### src/rtl/vga_timing_pkg.sv
// rtl/vga_timing_pkg.sv - timing descriptors and derived sync windows for vga_timing_gen
package vga_timing_pkg;

    localparam int TW = 16;

    typedef enum logic {
        MODE_A = 1'b0,
        MODE_B = 1'b1
    } mode_e;

    typedef struct packed {
        logic [TW-1:0] act;
        logic [TW-1:0] fp;
        logic [TW-1:0] sync;
        logic [TW-1:0] bp;
        logic          pol;
    } timing_t;

    typedef struct packed {
        timing_t h;
        timing_t v;
    } video_mode_t;

    // Pre-summed boundaries so the per-pixel decode is only compares.
    typedef struct packed {
        logic [TW-1:0] act;
        logic [TW-1:0] sync_start;
        logic [TW-1:0] sync_end;
        logic [TW-1:0] total;
        logic          pol;
    } window_t;

    function automatic logic [TW-1:0] tot(timing_t t);
        return t.act + t.fp + t.sync + t.bp;
    endfunction

    function automatic window_t window(timing_t t);
        window_t w;
        w.act        = t.act;
        w.sync_start = t.act + t.fp;
        w.sync_end   = t.act + t.fp + t.sync;
        w.total      = tot(t);
        w.pol        = t.pol;
        return w;
    endfunction

    localparam video_mode_t VGA_640x480_60 = '{
        h: '{act: 16'd640, fp: 16'd16, sync: 16'd96, bp: 16'd48, pol: 1'b0},
        v: '{act: 16'd480, fp: 16'd10, sync: 16'd2,  bp: 16'd33, pol: 1'b0}
    };

    localparam video_mode_t SVGA_800x600_60 = '{
        h: '{act: 16'd800, fp: 16'd40, sync: 16'd128, bp: 16'd88, pol: 1'b1},
        v: '{act: 16'd600, fp: 16'd1,  sync: 16'd4,   bp: 16'd23, pol: 1'b1}
    };

endpackage

### src/rtl/vga_axis_counter.sv
// rtl/vga_axis_counter.sv - wrapping axis counter with runtime total, exports the next count
module vga_axis_counter #(
    parameter int               CORDW = 11,
    parameter logic [CORDW-1:0] LOAD  = '0
) (
    input  logic             clk_i,
    input  logic             rst_ni,
    input  logic             en_i,
    input  logic [CORDW-1:0] total_i,
    output logic [CORDW-1:0] count_o,
    output logic             wrap_o
);

    logic [CORDW-1:0] count_q;
    logic [CORDW-1:0] count_d;

    // count_o is the value the register takes at the next edge, so the
    // parent can register its decode in the same cycle as the count.
    always_comb begin
        wrap_o  = en_i && (count_q >= total_i - CORDW'(1));
        count_d = count_q;
        if (wrap_o) begin
            count_d = '0;
        end else if (en_i) begin
            count_d = count_q + CORDW'(1);
        end
    end

    assign count_o = count_d;

    always_ff @(posedge clk_i or negedge rst_ni) begin
        if (!rst_ni) begin
            count_q <= LOAD;
        end else begin
            count_q <= count_d;
        end
    end

endmodule

### src/rtl/vga_timing_gen.sv
// rtl/vga_timing_gen.sv - dual-mode VGA/DVI timing generator with frame-boundary mode switch
module vga_timing_gen
    import vga_timing_pkg::*;
#(
    parameter int   CORDW    = 11,
    parameter int   H_ACT_A  = int'(VGA_640x480_60.h.act),
    parameter int   H_FP_A   = int'(VGA_640x480_60.h.fp),
    parameter int   H_SYNC_A = int'(VGA_640x480_60.h.sync),
    parameter int   H_BP_A   = int'(VGA_640x480_60.h.bp),
    parameter int   V_ACT_A  = int'(VGA_640x480_60.v.act),
    parameter int   V_FP_A   = int'(VGA_640x480_60.v.fp),
    parameter int   V_SYNC_A = int'(VGA_640x480_60.v.sync),
    parameter int   V_BP_A   = int'(VGA_640x480_60.v.bp),
    parameter logic H_POL_A  = VGA_640x480_60.h.pol,
    parameter logic V_POL_A  = VGA_640x480_60.v.pol,
    parameter int   H_ACT_B  = int'(SVGA_800x600_60.h.act),
    parameter int   H_FP_B   = int'(SVGA_800x600_60.h.fp),
    parameter int   H_SYNC_B = int'(SVGA_800x600_60.h.sync),
    parameter int   H_BP_B   = int'(SVGA_800x600_60.h.bp),
    parameter int   V_ACT_B  = int'(SVGA_800x600_60.v.act),
    parameter int   V_FP_B   = int'(SVGA_800x600_60.v.fp),
    parameter int   V_SYNC_B = int'(SVGA_800x600_60.v.sync),
    parameter int   V_BP_B   = int'(SVGA_800x600_60.v.bp),
    parameter logic H_POL_B  = SVGA_800x600_60.h.pol,
    parameter logic V_POL_B  = SVGA_800x600_60.v.pol
) (
    input  logic             i_VGA_CLOCK,
    input  logic             i_rst_n,
    input  logic             i_mode,
    output logic             o_mode,
    output logic [CORDW-1:0] o_Sx,
    output logic [CORDW-1:0] o_Sy,
    output logic             o_de,
    output logic             o_hsync,
    output logic             o_vsync,
    output logic             o_line_start,
    output logic             o_frame_start
);

    localparam timing_t TH_A = '{act: TW'(H_ACT_A), fp: TW'(H_FP_A), sync: TW'(H_SYNC_A),
                                 bp: TW'(H_BP_A), pol: H_POL_A};
    localparam timing_t TV_A = '{act: TW'(V_ACT_A), fp: TW'(V_FP_A), sync: TW'(V_SYNC_A),
                                 bp: TW'(V_BP_A), pol: V_POL_A};
    localparam timing_t TH_B = '{act: TW'(H_ACT_B), fp: TW'(H_FP_B), sync: TW'(H_SYNC_B),
                                 bp: TW'(H_BP_B), pol: H_POL_B};
    localparam timing_t TV_B = '{act: TW'(V_ACT_B), fp: TW'(V_FP_B), sync: TW'(V_SYNC_B),
                                 bp: TW'(V_BP_B), pol: V_POL_B};

    localparam window_t WH_A = window(TH_A);
    localparam window_t WV_A = window(TV_A);
    localparam window_t WH_B = window(TH_B);
    localparam window_t WV_B = window(TV_B);

    localparam int TOT_MAX_A = (int'(WH_A.total) > int'(WV_A.total)) ? int'(WH_A.total) : int'(WV_A.total);
    localparam int TOT_MAX_B = (int'(WH_B.total) > int'(WV_B.total)) ? int'(WH_B.total) : int'(WV_B.total);
    localparam int TOT_MAX   = (TOT_MAX_A > TOT_MAX_B) ? TOT_MAX_A : TOT_MAX_B;

    generate
        if (CORDW >= 31 || TOT_MAX - 1 >= (1 << CORDW)) begin : g_cordw_check
            $error("vga_timing_gen: CORDW cannot hold max(H_TOT, V_TOT)-1");
        end
    endgenerate

    mode_e            mode_q;
    mode_e            mode_d;
    logic             first_q;
    window_t          wh_cur;
    window_t          wv_cur;
    window_t          wh_nxt;
    window_t          wv_nxt;
    logic [CORDW-1:0] h_d;
    logic [CORDW-1:0] v_d;
    logic             h_wrap;
    logic             v_wrap;

    logic [CORDW-1:0] sx_q;
    logic [CORDW-1:0] sy_q;
    logic             de_q, de_d;
    logic             hs_q, hs_d;
    logic             vs_q, vs_d;
    logic             ls_q, ls_d;
    logic             fs_q, fs_d;

    assign wh_cur = (mode_q == MODE_B) ? WH_B : WH_A;
    assign wv_cur = (mode_q == MODE_B) ? WV_B : WV_A;

    vga_axis_counter #(
        .CORDW (CORDW),
        .LOAD  (CORDW'(WH_A.total - TW'(1)))
    ) u_h_cnt (
        .clk_i   (i_VGA_CLOCK),
        .rst_ni  (i_rst_n),
        .en_i    (1'b1),
        .total_i (CORDW'(wh_cur.total)),
        .count_o (h_d),
        .wrap_o  (h_wrap)
    );

    vga_axis_counter #(
        .CORDW (CORDW),
        .LOAD  (CORDW'(WV_A.total - TW'(1)))
    ) u_v_cnt (
        .clk_i   (i_VGA_CLOCK),
        .rst_ni  (i_rst_n),
        .en_i    (h_wrap),
        .total_i (CORDW'(wv_cur.total)),
        .count_o (v_d),
        .wrap_o  (v_wrap)
    );

    // The reset state sits on the frame boundary; the first edge after
    // release must not sample i_mode so restart is always in mode A.
    always_comb begin
        mode_d = mode_q;
        if (h_wrap && v_wrap && !first_q) begin
            mode_d = mode_e'(i_mode);
        end
    end

    assign wh_nxt = (mode_d == MODE_B) ? WH_B : WH_A;
    assign wv_nxt = (mode_d == MODE_B) ? WV_B : WV_A;

    always_comb begin
        de_d = (h_d < CORDW'(wh_nxt.act)) && (v_d < CORDW'(wv_nxt.act));
        hs_d = ((h_d >= CORDW'(wh_nxt.sync_start)) && (h_d < CORDW'(wh_nxt.sync_end)))
               ? wh_nxt.pol : ~wh_nxt.pol;
        vs_d = ((v_d >= CORDW'(wv_nxt.sync_start)) && (v_d < CORDW'(wv_nxt.sync_end)))
               ? wv_nxt.pol : ~wv_nxt.pol;
        ls_d = (h_d == '0);
        fs_d = (h_d == '0) && (v_d == '0);
    end

    always_ff @(posedge i_VGA_CLOCK or negedge i_rst_n) begin
        if (!i_rst_n) begin
            first_q <= 1'b1;
            mode_q  <= MODE_A;
            sx_q    <= '0;
            sy_q    <= '0;
            de_q    <= 1'b0;
            hs_q    <= ~WH_A.pol;
            vs_q    <= ~WV_A.pol;
            ls_q    <= 1'b0;
            fs_q    <= 1'b0;
        end else begin
            first_q <= 1'b0;
            mode_q  <= mode_d;
            sx_q    <= h_d;
            sy_q    <= v_d;
            de_q    <= de_d;
            hs_q    <= hs_d;
            vs_q    <= vs_d;
            ls_q    <= ls_d;
            fs_q    <= fs_d;
        end
    end

    assign o_mode        = mode_q;
    assign o_Sx          = sx_q;
    assign o_Sy          = sy_q;
    assign o_de          = de_q;
    assign o_hsync       = hs_q;
    assign o_vsync       = vs_q;
    assign o_line_start  = ls_q;
    assign o_frame_start = fs_q;

endmodule

### config.mk
export PLATFORM = sky130hd
export DESIGN_NAME = vga_timing_gen
export DESIGN_NICKNAME = d
export VERILOG_FILES = /design/src/rtl/vga_timing_pkg.sv /design/src/rtl/vga_axis_counter.sv /design/src/rtl/vga_timing_gen.sv
export SDC_FILE = /design/constraint.sdc
export NUM_CORES = 1
export LEC_CHECK = 0
export CAP_MARGIN = 20
export CORE_ASPECT_RATIO = 1.25
export CORE_MARGIN = 4
export CORE_UTILIZATION = 56
export DETAILED_ROUTE_END_ITERATION = 16
export GPL_TIMING_DRIVEN = 1
export PLACE_DENSITY = 0.8
export SLEW_MARGIN = 20
export SYNTH_ARGS = -nofsm -noshare
export SYNTH_HDL_FRONTEND = slang
export SYNTH_SLANG_ARGS = --single-unit
### constraint.sdc
create_clock -name i_VGA_CLOCK -period 5.3 [get_ports i_VGA_CLOCK]
set_clock_uncertainty 0.1 [all_clocks]
set_input_delay 1.59 -clock i_VGA_CLOCK [delete_from_list [all_inputs] [get_ports i_VGA_CLOCK]]
set_output_delay 1.59 -clock i_VGA_CLOCK [all_outputs]
set_load 0.01 [all_outputs]
==> flow_metrics.py, run 1 <==
metrics = {
    "sta": {
        "fin_crit_sh": 0.830,
        "setup_slack_ns": 0.898,
        "final-max-slew-violation-count": 0,
        "fin_setup_tns_ns": 0,
        "relSlewSlack": 0.441,
        "setup_viol": 0,
        "max_freq_mhz": 227,
        "post-route-min-period_ns": 4.40,
        "tightest_slew_ns": 0.838,
        "hold_viol": 0,
        "rsz0062_at_grt": "no",
        "hold_slack_ns": 0.489,
    },
    "floorplan": {
        "io_pins": 31,
        "die_y_um": 83.5,
        "chipWidth_um": 68.4,
        "core_mm2": 0.00439,
        "floorplan.die_area_mm2": 0.00571,
        "rows": 27,
        "initial_utilization": 0.581,
    },
    "clock_network": {
        "hold_buffers": 0,
        "path_clk_slew_ns": 0.08,
        "postCtsSetupBuffers": 0,
        "clk_path_buf_depth": 2,
        "cts_num_sinks": 39,
        "cts_root_buf": "clkbuf_8",
        "h-tree-depth": 2,
        "cts_resized": 0,
        "cts_buffers": 5,
        "cts_tree": "built",
        "clock_latency_ns": 0.29,
    },
    "detailed_routing": {
        "drt_wl_total_mm": 5.41,
        "vias": 1972,
        "drc": 0,
        "drt_pass1_iterations": 4,
        "avgViaCountPerCell": 5.85,
        "ant_nets": 0,
        "drt-initial-drc-count": 116,
        "wl_per_cell_um": 16.0,
    },
    "finish": {
        "final_cell_mix": "nor2_1, clkdlybuf4s50_1, ha_1, dfrtp_1, nand2_1",
        "diodes": 0,
        "nets": 307,
        "fill_cells": 374,
        "final_common_cell": "nor2_1",
        "utilization": 0.662,
        "drive_gt1_frac": 0.151,
        "final_area_mm2": 0.00291,
        "synthToLayoutAreaGrowth_pct": 13.9,
        "instances_no_fill": 337,
    },
    "global_route": {
        "antenna_found_initial": 0,
        "grt_util_met2": 0.344,
        "grt_pass1_wl_mm": 9.38,
        "grt_pass1_vias": 2074,
        "grtUsageTotal": 0.214,
        "grt_util_met1": 0.265,
        "top_usage_layer": "met2",
        "grt_max_degree": 40,
        "grt_overflow": 0,
        "met3_usage": 0.0418,
    },
    "worst_setup_path": {
        "cp.buffers_inverters": 3,
        "cp_max_fo": 14,
        "worstPathArrival_ns": 4.52,
        "cp.required_ns": 5.42,
        "path_cells": "inv_1 > ha_1 > nand2_1 > nor3b_2 > a21oi_2 > buf_4 > nor3_1 > mux2i_1 > inv_1 > ha_1 > a21o_1 > a21oi_1 > o211ai_1 > a2111oi_2 > xnor2_1",
        "critPathTopFamily": "compound AO/OA/AOI/OAI gates",
        "cp_slowest_cell": "dfrtp_1",
        "critical_path_class": "reg -> reg",
        "end_kind": "register",
        "slowest_delay_ns": 0.52,
        "cp-start-kind": "register",
    },
    "yosys": {
        "ys.flop_type": "dfrtp_1",
        "syn_nets": 285,
        "synth-edff-count": 0,
        "ys_seq_elements": 39,
        "async_reset_ff_frac": 1.00,
        "synthDistinctLibCells": 58,
        "syn_avg_cell_area_um2": 9.97,
        "ys_warn_count": 0,
        "seq_area_frac_synth": 0.389,
        "synth_area_mm2": 0.00255,
        "synthCells": 256,
    },
    "placement": {
        "gp_congestion": 0.880,
        "port_buffers": 30,
        "dp.cells": 329,
        "dp_slack_ns": 0.876,
        "dpl_cell_area_mm2": 0.00279,
        "dpl.hpwl_mm": 4.06,
    },
    "power_and_ir_drop": {
        "intPower_mw": 0.452,
        "p_clk_frac": 0.454,
        "ir_worst_vdd_mv": 0.176,
        "sequentialPowerShare": 0.535,
        "leakagePower_nw": 1.23,
        "total_power_mw": 0.559,
        "switchingPower_mw": 0.107,
        "combPwrFrac": 0.012,
        "power.density_mw_per_mm2": 192,
        "swShare": 0.192,
    },
    "flow_run": {
        "maxCapViolCount": 0,
    },
    "outcome": {
        "outcome": "finished, final reports clean",
    },
    "worst_hold_path": {
        "hold_class": "reg -> reg",
    },
}
[final cells by class]
class,instances,area (um^2),area share
Clock buffer,6,82.6,0.0284
Clock inverter,2,35.0,0.0120
Inverter,14,53.8,0.0185
Multi-Input combinational cell,187,1370,0.471
Sequential cell,39,992,0.341
Tap cell,58,72.6,0.0250
Timing Repair Buffer,31,303,0.104
[power groups by stage]
stage / Combinational (mW) / Clock, mW / Sequential [mW]
2_1_floorplan: 0.0000989 / 0 / 0.304
3_3_place_gp: 0.00699 / 0 / 0.304
3_5_place_dp: 0.00709 / 0 / 0.304
4_1_cts: 0.00713 / 0.262 / 0.299
5_1_grt: 0.00798 / 0.274 / 0.299
6_report: 0.00660 / 0.254 / 0.299
[registers in the layout, summed over array words and instances (netlist names)]
| signal | cells |
|---|---|
| o_Sx | 8 |
| u_v_cnt.count_q | 10 |
| o_hsync | 1 |
| o_vsync | 1 |
| first_q | 1 |
| u_h_cnt.count_q | 10 |
| o_frame_start | 1 |
| o_de | 1 |
| o_mode | 1 |
| o_Sy | 4 |
| o_line_start | 1 |
[worst register-to-register path: stages (launching register included)]
cell       delay (ns)
dfrtp_1          0.52
inv_1            0.19
ha_1             0.34
nand2_1          0.08
nor3b_2          0.27
a21oi_2          0.08
buf_4            0.21
nor3_1           0.23
mux2i_1          0.51
inv_1            0.39
ha_1             0.40
a21o_1           0.18
a21oi_1          0.19
o211ai_1         0.14
a2111oi_2        0.33
xnor2_1          0.16
[path summary, 6_finish.rpt]
path	startpoint	end	slack [ns]	cells after the start
hold / removal	u_h_cnt.count_q[0]$_DFF_PN1_	u_h_cnt.count_q[0]$_DFF_PN1_	0.49	1
hold reg to reg	u_h_cnt.count_q[0]$_DFF_PN1_	u_h_cnt.count_q[0]$_DFF_PN1_	0.49	1
min in group asynchronous	i_rst_n	o_Sy[9]$_DFF_PN0_	1.29	1
setup reg to reg	o_mode$_DFF_PN0_	o_vsync$_DFF_PN1_	0.90	15
setup / recovery	o_mode$_DFF_PN0_	o_vsync$_DFF_PN1_	0.90	15
max in group asynchronous	i_rst_n	o_de$_DFF_PN0_	3.27	1
[Yosys cell counts (3+ instances only)]
| library cell | number | area, um^2 |
|---|---|---|
| o21ai_0 | 10 | 50.1 |
| buf_4 | 12 | 90.1 |
| xor2_1 | 4 | 35.0 |
| and3_1 | 3 | 18.8 |
| nor3_1 | 5 | 25.0 |
| a21oi_1 | 11 | 55.1 |
| dfstp_2 | 13 | 342 |
| nor2b_1 | 3 | 18.8 |
| nor4_2 | 3 | 37.5 |
| nor2_1 | 31 | 116 |
| xnor2_1 | 8 | 70.1 |
| ha_1 | 26 | 325 |
| nand2_1 | 14 | 52.6 |
| and2_1 | 4 | 25.0 |
| a31oi_1 | 3 | 18.8 |
| nand4_1 | 3 | 18.8 |
| buf_6 | 3 | 33.8 |
| nand3_1 | 10 | 50.1 |
| o211ai_1 | 3 | 22.5 |
| inv_1 | 13 | 48.8 |
| dfrtp_1 | 26 | 651 |
[logic make-up after synthesis]
| logic type | synth area share |
|---|---|
| AOI/OAI and AO/OA | 0.149 |
| xor gates and xnor gates | 0.0412 |
| adders and majority gates | 0.127 |
| buffers and inverters | 0.0750 |
| DFF | 0.389 |
| muxes | 0.00784 |
| other | 0.00147 |
| and+or+nand+nor | 0.209 |
[layer usage]
layer | wire, um | vias to the layer above
met5 | 0 | -
met4 | 176 | 0
met3 | 195 | 19
met2 | 2750 | 40
met1 | 2280 | 955
li1 | - | 958
Power figures use the tool's default switching activity.
==> run 2: changes to the inputs <==
Clock period 5.3 ns to 4.33 ns, I/O delays scaled along.
==> flow_metrics.py, run 2 (synthesized netlist as in run 1, its figures left out) <==
metrics = {
    "outcome": {
        "outcome": "finished, final reports clean",
    },
    "worst_setup_path": {
        "cp.required_ns": 4.45,
        "path_cells": "inv_1 > ha_1 > a211oi_1 > o21ai_1 > a221oi_2 > nor3_1 > mux2i_1 > inv_1 > ha_1 > a21o_1 > a21oi_1 > o211ai_1 > a2111oi_2 > xnor2_1",
        "cp_slowest_cell": "dfrtp_1",
        "reg2reg_depth": 14,
        "slowest_delay_ns": 0.50,
        "critical_path_class": "reg -> reg",
        "critPathTopFamily": "compound AO/OA/AOI/OAI gates",
        "end_kind": "register",
        "cp.buffers_inverters": 2,
        "worstPathArrival_ns": 4.01,
        "cp.depth": 14,
        "cp_max_fo": 13,
        "cp-start-kind": "register",
    },
    "power_and_ir_drop": {
        "power.density_mw_per_mm2": 235,
        "switchingPower_mw": 0.135,
        "ir_worst_vdd_mv": 0.234,
        "leakagePower_nw": 1.24,
        "sequentialPowerShare": 0.532,
        "combPwrFrac": 0.012,
        "swShare": 0.196,
        "intPower_mw": 0.553,
        "p_clk_frac": 0.457,
    },
    "global_route": {
        "grt_pass1_vias": 2020,
        "grt_pass1_wl_mm": 9.37,
        "antenna_found_initial": 0,
        "grtUsageTotal": 0.215,
        "grt_overflow": 0,
        "grt_max_degree": 40,
    },
    "placement": {
        "port_buffers": 30,
        "dpl.hpwl_mm": 4.21,
        "gp_congestion": 0.902,
        "dp.cells": 331,
    },
    "finish": {
        "drive_gt1_frac": 0.157,
        "nets": 309,
        "instances_no_fill": 339,
        "final_common_cell": "nor2_1",
        "fill_cells": 360,
        "final_cell_mix": "nor2_1, clkdlybuf4s50_1, ha_1, dfrtp_1, nand2_1",
        "synthToLayoutAreaGrowth_pct": 14.5,
        "diodes": 0,
    },
    "sta": {
        "relSlewSlack": 0.445,
        "max_freq_mhz": 257,
        "setup_viol": 0,
        "fin_crit_sh": 0.898,
        "fin_setup_tns_ns": 0,
        "hold_viol": 0,
        "rsz0062_at_grt": "no",
        "final-max-slew-violation-count": 0,
        "post-route-min-period_ns": 3.89,
        "tightest_slew_ns": 0.832,
    },
    "detailed_routing": {
        "wl_per_cell_um": 16.3,
        "ant_nets": 0,
        "drt-initial-drc-count": 141,
        "drt_wl_total_mm": 5.53,
        "avgViaCountPerCell": 5.98,
        "drt_pass1_iterations": 4,
        "vias": 2026,
        "drc": 0,
    },
    "clock_network": {
        "cts_resized": 0,
        "postCtsSetupBuffers": 0,
        "clk_path_buf_depth": 2,
        "cts_num_sinks": 39,
        "path_clk_slew_ns": 0.08,
        "cts_root_buf": "clkbuf_8",
        "clock_latency_ns": 0.29,
        "cts_tree": "built",
        "h-tree-depth": 2,
        "hold_buffers": 0,
        "cts_buffers": 5,
    },
    "worst_hold_path": {
        "hold_depth": 1,
        "hold_class": "reg -> reg",
    },
    "floorplan": {
        "rows": 27,
        "core_mm2": 0.00439,
        "io_pins": 31,
        "chipWidth_um": 68.4,
        "floorplan.die_area_mm2": 0.00571,
        "die_y_um": 83.5,
        "initial_utilization": 0.581,
    },
    "flow_run": {
        "maxCapViolCount": 0,
    },
}
[run 2: cell types whose count changed in the layout (fill, tap and decap cells not counted), sizes merged]
| cell | delta |
|---|---|
| buf | +2 |
[run 2: through the flow]
step	total power, mW	hold slack [ns]	instance area (um^2)	setup slack [ns]	util
final	0.688	0.478	2920	0.441	0.666
after global routing	0.714	0.555	2920	0.117	0.666
after CTS	0.693	0.492	2920	0.420	0.666
after detailed placement	0.381	0.475	2810	0.456	0.639
after global placement	0.381	0.458	2810	0.611	0.639
after floorplan	0.372	0.431	2550	0.474	-
[run 2: final timing paths]
| path | end | slack [ns] | from |
|---|---|---|---|
| worst min register to register | u_h_cnt.count_q[0]$_DFF_PN1_ | 0.48 | u_h_cnt.count_q[0]$_DFF_PN1_ |
| worst max register to register | o_vsync$_DFF_PN1_ | 0.44 | o_mode$_DFF_PN0_ |
| min in group asynchronous | o_Sy[9]$_DFF_PN0_ | 1.00 | i_rst_n |
| worst max-delay path | o_vsync$_DFF_PN1_ | 0.44 | o_mode$_DFF_PN0_ |
| max in group asynchronous | u_h_cnt.count_q[6]$_DFF_PN0_ | 2.60 | i_rst_n |
| worst min-delay path | u_h_cnt.count_q[0]$_DFF_PN1_ | 0.48 | u_h_cnt.count_q[0]$_DFF_PN1_ |
[run 2: routing by layer]
layer / vias to the layer above / routed length (um) / track usage
met3: 16 / 292 / 0.0472
met1: 974 / 2230 / 0.257
met5: - / 0 / 0
li1: 960 / - / -
met4: 0 / 155 / 0.0796
met2: 76 / 2850 / 0.362
[run 2: area by class of cell]
cell class | count | area, um^2 | area share
multi-input combinational | 187 | 1370 | 0.468
sequential | 39 | 992 | 0.339
timing repair buffer | 33 | 318 | 0.109
clock buffer | 6 | 82.6 | 0.0283
tap | 58 | 72.6 | 0.0248
inverter | 14 | 53.8 | 0.0184
clock inverter | 2 | 35.0 | 0.0120
[run 2: power by group through the flow]
stage	Sequential (mW)	Clock [mW]	Combinational (mW)
2_1_floorplan	0.372	0	0.000121
3_3_place_gp	0.372	0	0.00853
3_5_place_dp	0.372	0	0.00856
4_1_cts	0.366	0.319	0.00859
5_1_grt	0.366	0.339	0.00941
6_report	0.366	0.314	0.00799
